**config.mk**
```make
export PLATFORM = sky130hd
export DESIGN_NAME = cpu_sequencer
export DESIGN_NICKNAME = d
export VERILOG_FILES = /design/src/rtl/cpu_sequencer.sv
export SDC_FILE = /design/constraint.sdc
export NUM_CORES = 1
export LEC_CHECK = 0
export ABC_AREA = 1
export CORE_AREA = 2 2 39 41
export CTS_CLUSTER_DIAMETER = 30
export DETAILED_ROUTE_END_ITERATION = 6
export DIE_AREA = 0 0 41 43
export GPL_TIMING_DRIVEN = 0
export PLACE_DENSITY = 0.68
export SLEW_MARGIN = 20
export SYNTH_ARGS = -nofsm -noshare
export SYNTH_HDL_FRONTEND = slang
export SYNTH_SLANG_ARGS = --single-unit
export TNS_END_PERCENT = 5
```
**constraint.sdc**
```tcl
create_clock -name clk -period 3 [get_ports clk]
set_input_delay 0.9 -clock clk [delete_from_list [all_inputs] [get_ports clk]]
set_output_delay 0.9 -clock clk [all_outputs]
set_load 0.03 [all_outputs]
```
**src/rtl/cpu_sequencer.sv**
```systemverilog
// Eight-phase fetch/execute sequencer for the 8-bit accumulator CPU.
// Decodes phase, opcode, zero flag and halted state into the datapath strobes.
//
// phase | meaning
// ------+-------------------------------------------------------------
//   0   | INST_ADDR  : PC drives the address bus
//   1   | INST_FETCH : instruction read, may stall on mem_ready
//   2   | INST_LOAD  : instruction register loads
//   3   | IDLE       : IR settles; opcode is stable from here on
//   4   | OP_ADDR    : PC increments, or HLT stops the sequencer here
//   5   | OP_FETCH   : operand read for ALU ops, may stall on mem_ready
//   6   | ALU_OP     : SKZ skip, JMP load, STO drives the data bus
//   7   | STORE      : accumulator load, or memory write for STO
module cpu_sequencer #(
   parameter int opc_width   = 3,
   parameter bit mem_wait_en = 1'b1
) (
   input  logic                 clk,
   input  logic                 rst,
   input  logic [opc_width-1:0] opcode,
   input  logic                 zero,
   input  logic                 mem_ready,
   output logic                 sel,
   output logic                 rd,
   output logic                 ld_ir,
   output logic                 inc_pc,
   output logic                 ld_pc,
   output logic                 ld_ac,
   output logic                 wr,
   output logic                 data_e,
   output logic                 halt,
   output logic [2:0]           phase
);

   typedef enum logic [2:0] {
      PH_INST_ADDR  = 3'd0,
      PH_INST_FETCH = 3'd1,
      PH_INST_LOAD  = 3'd2,
      PH_IDLE       = 3'd3,
      PH_OP_ADDR    = 3'd4,
      PH_OP_FETCH   = 3'd5,
      PH_ALU_OP     = 3'd6,
      PH_STORE      = 3'd7
   } phase_e;

   localparam logic [opc_width-1:0] OPC_HLT = opc_width'(0);
   localparam logic [opc_width-1:0] OPC_SKZ = opc_width'(1);
   localparam logic [opc_width-1:0] OPC_ADD = opc_width'(2);
   localparam logic [opc_width-1:0] OPC_AND = opc_width'(3);
   localparam logic [opc_width-1:0] OPC_XOR = opc_width'(4);
   localparam logic [opc_width-1:0] OPC_LDA = opc_width'(5);
   localparam logic [opc_width-1:0] OPC_STO = opc_width'(6);
   localparam logic [opc_width-1:0] OPC_JMP = opc_width'(7);

   phase_e phase_q, phase_d;
   logic   halted_q, halted_d;
   logic   is_hlt, is_alu, is_sto, is_jmp, is_skz, stall;

   assign is_hlt = (opcode == OPC_HLT);
   assign is_skz = (opcode == OPC_SKZ);
   assign is_sto = (opcode == OPC_STO);
   assign is_jmp = (opcode == OPC_JMP);
   assign is_alu = (opcode == OPC_ADD) || (opcode == OPC_AND) ||
                   (opcode == OPC_XOR) || (opcode == OPC_LDA);

   // Memory wait only applies to the two read phases; tied off when disabled.
   assign stall = mem_wait_en && !mem_ready &&
                  ((phase_q == PH_INST_FETCH) || (phase_q == PH_OP_FETCH));

   // State register: phase and sticky halted flag.
   always_ff @(posedge clk or negedge rst) begin
      if (!rst) begin
         phase_q  <= PH_INST_ADDR;
         halted_q <= 1'b0;
      end else begin
         phase_q  <= phase_d;
         halted_q <= halted_d;
      end
   end

   // Next state: halted holds, HLT in OP_ADDR latches halted, stalls hold, else advance.
   always_comb begin
      phase_d  = phase_q;
      halted_d = halted_q;
      if (halted_q) begin
         phase_d = phase_q;
      end else if ((phase_q == PH_OP_ADDR) && is_hlt) begin
         halted_d = 1'b1;
      end else if (!stall) begin
         phase_d = phase_e'(3'(phase_q + 3'd1));
      end
   end

   // Output decode, purely combinational so reset clears strobes without a clock.
   always_comb begin
      sel    = 1'b0;
      rd     = 1'b0;
      ld_ir  = 1'b0;
      inc_pc = 1'b0;
      ld_pc  = 1'b0;
      ld_ac  = 1'b0;
      wr     = 1'b0;
      data_e = 1'b0;
      halt   = halted_q;
      case (phase_q)
         PH_INST_ADDR: begin
            sel = 1'b1;
         end
         PH_INST_FETCH: begin
            sel = 1'b1;
            rd  = 1'b1;
         end
         PH_INST_LOAD, PH_IDLE: begin
            sel   = 1'b1;
            rd    = 1'b1;
            ld_ir = 1'b1;
         end
         PH_OP_ADDR: begin
            inc_pc = !is_hlt && !halted_q;
            halt   = is_hlt || halted_q;
         end
         PH_OP_FETCH: begin
            rd = is_alu;
         end
         PH_ALU_OP: begin
            rd     = is_alu;
            inc_pc = is_skz && zero;
            ld_pc  = is_jmp;
            data_e = is_sto;
         end
         PH_STORE: begin
            rd     = is_alu;
            ld_pc  = is_jmp;
            ld_ac  = is_alu;
            data_e = is_sto;
            wr     = is_sto;
         end
      endcase
   end

   assign phase = phase_q;

endmodule

```
# Word-level counts from Yosys, hierarchy flattened
# Index checks and enable logic that the tools add are counted.
# W data, S select, Z words.
[word_totals]
reg_bits = 4
inputBits = 7
mem_bits_ro = 0
mem_bits_rw = 0
out_inout_bits = 12
wordCells = 51
latchBits = 0
n_memories = 0
[classes]
bitwise_logic = 3
n_lt_le_gt_ge = 0
multipliers = 0
shift = 0
n_mux = 11
n_addsub = 1
n_reduce_logical = 20
eq_ne = 14
div_mod_pow = 0
[ops]
columns = ["cell", "n"]
rows = [
  ["$eq A3 B3 Y1 const B", 8],
  ["$eq A3 B2 Y1 const B", 4],
  ["$mux W1", 9],
  ["$eq A3 B1 Y1 const B", 2],
  ["$logic_not A3 Y1", 2],
  ["$reduce_or A3 Y1", 2],
  ["$logic_or A1 B1 Y1", 5],
  ["$logic_and A1 B1 Y1", 4],
  ["$pmux W1 S2", 2],
  ["$reduce_or A2 Y1", 2],
  ["$reduce_or A4 Y1", 1],
  ["$add A3 B1 Y3 const B", 1],
  ["$logic_not A1 Y1", 3],
  ["$not A1 Y1", 3],
  ["$reduce_and A3 Y1", 1],
]

# Longest topological paths before layout
[depth]
word_depth = 5
depth_mapped = 8
mapped_depth_nobuf = 8

# Least setup slack after synthesis
# Ideal clock, no wire load.
[synth_path]
path_kind = "in2out"
start = "input opcode[1]"
end = "output inc_pc"
setup_slack_ns = 0.289
t_required_ns = 2.100
path_stages = 3
arrival_time_ns = 1.811
path_buffers = 0
path_cell_list = "nor2_4 -> nand3_1 -> o21ai_0"
[synth_via]
elab_chain_cells = 4
word_cells_on_any_way = 6
cone_classes = "1 x eq/ne; 1 x mux; 4 x reduce/logical"
[synth_lines]
columns = ["item", "line", "rtl"]
rows = [
  ["from (decl)", "20", "input logic [opc_width-1:0] opcode,"],
  ["$logic_not A3 Y1", "59", "assign is_hlt = (opcode == OPC_HLT);"],
  ["$logic_not A1 Y1", "119", "inc_pc = !is_hlt && !halted_q;"],
  ["$logic_and A1 B1 Y1", "119", ""],
  ["$pmux W1 S2 *", "105", "case (phase_q)"],
  ["to (decl)", "26", "output logic inc_pc,"],
]
# Every way passes the cells marked *; elsewhere a longest branch is shown, timed or not.

# Worst setup path in the final report
# Ends and elaborated chain as after synthesis.

==> impl_metrics.csv <==
group,metric,value,unit
setup_path,r2r_end,"phase[0]",
place,io_buffers,18,
detailed_routing,wire_per_inst,8.85,µm
detailed_routing,route.detailed.drc,0,
detailed_routing,postRouteAntennaNets,0,
detailed_routing,via_per_inst,4.49,
pwr,pwr-share-clk,0.478,
pwr,p_leak,0.329,nW
outcome,violations,"setup timing",
synthesis,ys_types,15,
pwr,p_sw,0.0261,mW
global_routing,track_usage,0.130,
setup_path,reg2regPathDepth,8,
synthesis,avgSynthCellArea,6.99,µm²
pwr,seqPwrFrac,0.407,
synthesis,yosysWarnings,0,
detailed_routing,drt_wl_total,885,µm
finish,nets,101,
timing,slew_violations,0,
worst_hold_path,hold_start,"halted_q",
clock_network,holdBufCountCts,0,
floorplanning,pin_count,19,
synthesis,yosys.area.top_type,"dfrtp_1",
synthesis,ys_seq_elements,4,
pwr,swShare,0.196,
global_routing,grt_pass1_wl,1.63,mm
detailed_routing,drt_iter0_drc,7,
setup_path,cp.arrival,2.13,ns
pwr,ir_drop,0.175,mV
floorplanning,fp-row-count,14,
floorplanning,die_x,41,µm
place,placed_area,641,µm²
global_routing,grt_pass1_vias,407,
worst_hold_path,hold_class,"flip-flop to flip-flop",
clock_network,insertion_delay,0.23,ns
timing,setup_viol,1,
synthesis,syn_nets,78,
floorplanning,initial_core_util,0.318,
setup_path,worst_path_largest_cell_delay,0.46,ns
detailed_routing,via_count,449,
setup_path,critPathCaptureType,"output pin",
clock_network,path_clk_slew,0.04,ns
clock_network,cts_tree,"yes",
clock_network,root_buffer,"clkbuf_4",
floorplanning,die-height,43,µm
global_routing,grt_max_degree,9,
synthesis,synthTopCellsByArea,"dfrtp_1 23%, ha_1 23%, nand2_1 16%, inv_1 11%, nor3_1 4.5%",
setup_path,crit_fanout,5,
clock_network,cts_buffers,3,
global_routing,antenna_found_initial,0,
worst_hold_path,whs_path_depth,2,
finish,drive_above_1_share,0.179,
clock_network,cts_sinks,4,
synthesis,netlist_instances,63,
global_routing,gr-total-overflow,0,
worst_hold_path,hold_path_end,"halted_q",
place,dpl.hpwl,744,µm
timing,fin_crit_sh,1.01,
setup_path,startpoint_type,"input pin",
pwr,finalPower,0.133,mW
timing,finClkSkew,0.00332,ns
timing,timing.final.ws_setup,-0.0254,ns
pwr,intPower,0.107,mW
finish,n_antenna_cell,0,
detailed_routing,first_pass_iters,4,
floorplanning,core,0.00138,mm²
setup_path,rrSetupSlack,1.67,ns
finish,stdcell_area,641,µm²
setup_path,worstPathRequired,2.10,ns
place,gp_congestion,0.746,
pwr,p_per_area,208,mW/mm²
finish,area_growth,45.5,%
flow_run,maxCapViolCount,0,
setup_path,crit_type,"input pin to output pin",
pwr,p_comb_frac,0.115,
timing,hold_viol,0,
setup_path,r2r_start,"phase[0]",
timing,rsz0062_at_grt,"yes",
outcome,status,"complete, but fails checks",
timing,fmax,331,MHz
clock_network,cts_htree_levels,1,
setup_path,worstPathCellList,"clkdlybuf4s50_1 -> nor2_4 -> nand3_1 -> o21ai_0 -> clkdlybuf4s15_2",
clock_network,max-clock-path-buffers,2,
timing,worstMarginPinSlew,0.307,ns
timing,period_needed,3.03,ns
floorplanning,fp.dieArea,0.00176,mm²
synthesis,ys_seq_area_frac,0.227,
timing,relSlewSlack,0.795,
synthesis,synth_area,440,µm²
setup_path,cp_slowest_cell,"clkdlybuf4s50_1",
synthesis,netlist.area_leader.share,0.227,
## cell usage after synthesis
cell,n
nand3_1,2
nand3_2,1
nand2_1,19
nor2_2,1
ha_1,8
nand3_4,1
nor2_4,1
inv_1,13
dfrtp_1,4
nor2_1,2
inv_2,1
nor3_1,4
a21oi_1,1
nand4_1,3
o21ai_0,2
## worst max-delay path, delay by kind of cell
kind                   cells  cell delay, ns
and+or+nand+nor            2            0.28
AOI/OAI and AO/OA          1            0.16
buffers and inverters      2            0.78
## cell usage in the layout (no fill, tap or decap)
cell type	count
nor3_1	4
clkdlybuf4s50_1	11
nand4_1	3
clkbuf_2	3
inv_2	1
nand3_1	2
buf_2	2
inv_1	13
nand3_4	1
ha_1	8
nor2_2	1
o21ai_0	2
clkdlybuf4s15_2	2
a21oi_1	1
nand2_1	19
nand3_2	1
dfrtp_1	4
nor2_4	1
clkbuf_4	3
nor2_1	2
## stage by stage
step	setup TNS, ns	std cells	hold slack, ns	utilization	worst slack [ns]
floorplan	0	63	0.493	-	0.289
global placement	-2.38	97	0.523	0.463	-0.450
detailed placement	-2.46	97	0.531	0.463	-0.453
CTS	-0.0895	100	0.542	0.478	-0.0512
global route	-0.163	100	0.595	0.463	-0.0887
finish	-0.0254	100	0.536	0.463	-0.0254
## layer usage
metal / vias up / track usage / share of wire
met3: 0 / 0 / 0.038
li1: 238 / - / -
met2: 11 / 0.197 / 0.52
met4: 0 / 0.0800 / 0
met5: - / 0 / 0
met1: 200 / 0.177 / 0.44
## flip-flops by register name, summed over array words and instances (netlist names)
signal,cells
halted_q,1
phase,3
## how the worst max path moves through the flow
stage                         to  depth (start not counted)  startpoint
after floorplan           inc_pc                          3   opcode[1]
final                     inc_pc                          5   opcode[1]
after global placement        rd                          7   opcode[2]
after detailed placement      rd                          7   opcode[1]
after CTS                 inc_pc                          5   opcode[1]
after global routing      inc_pc                          5   opcode[1]
## area by class of cell
class / instances / area [µm²]
Fill cell: 149 / 743
Multi-Input combinational cell: 45 / 288
Timing Repair Buffer: 18 / 158
Sequential cell: 4 / 100
Inverter: 14 / 52.6
Clock buffer: 3 / 22.5
Tap cell: 16 / 20.0
## logic make-up (layout without fill, tap and decap cells)
logic type / after synthesis / after routing / share of synthesized area
simple gates: 34 / 34 / 0.392
buf+inv: 14 / 35 / 0.119
fa+ha+maj: 8 / 8 / 0.227
flops: 4 / 4 / 0.227
compound gates: 3 / 3 / 0.0341
## power by group through the flow
stage | Combinational [mW] | Sequential, mW | Clock, mW
floorplan | 0.00468 | 0.0550 | 0
global placement | 0.0152 | 0.0549 | 0
detailed placement | 0.0156 | 0.0549 | 0
CTS | 0.0156 | 0.0543 | 0.0683
global route | 0.0169 | 0.0542 | 0.0704
finish | 0.0153 | 0.0543 | 0.0638
## timing repair
action	CTS	global route
resized for setup	23	7
gates cloned	0	0
setup endpoints to repair	7	6
pin swaps	0	0
setup buffers	0	0
(Power assumes the default switching activity.)
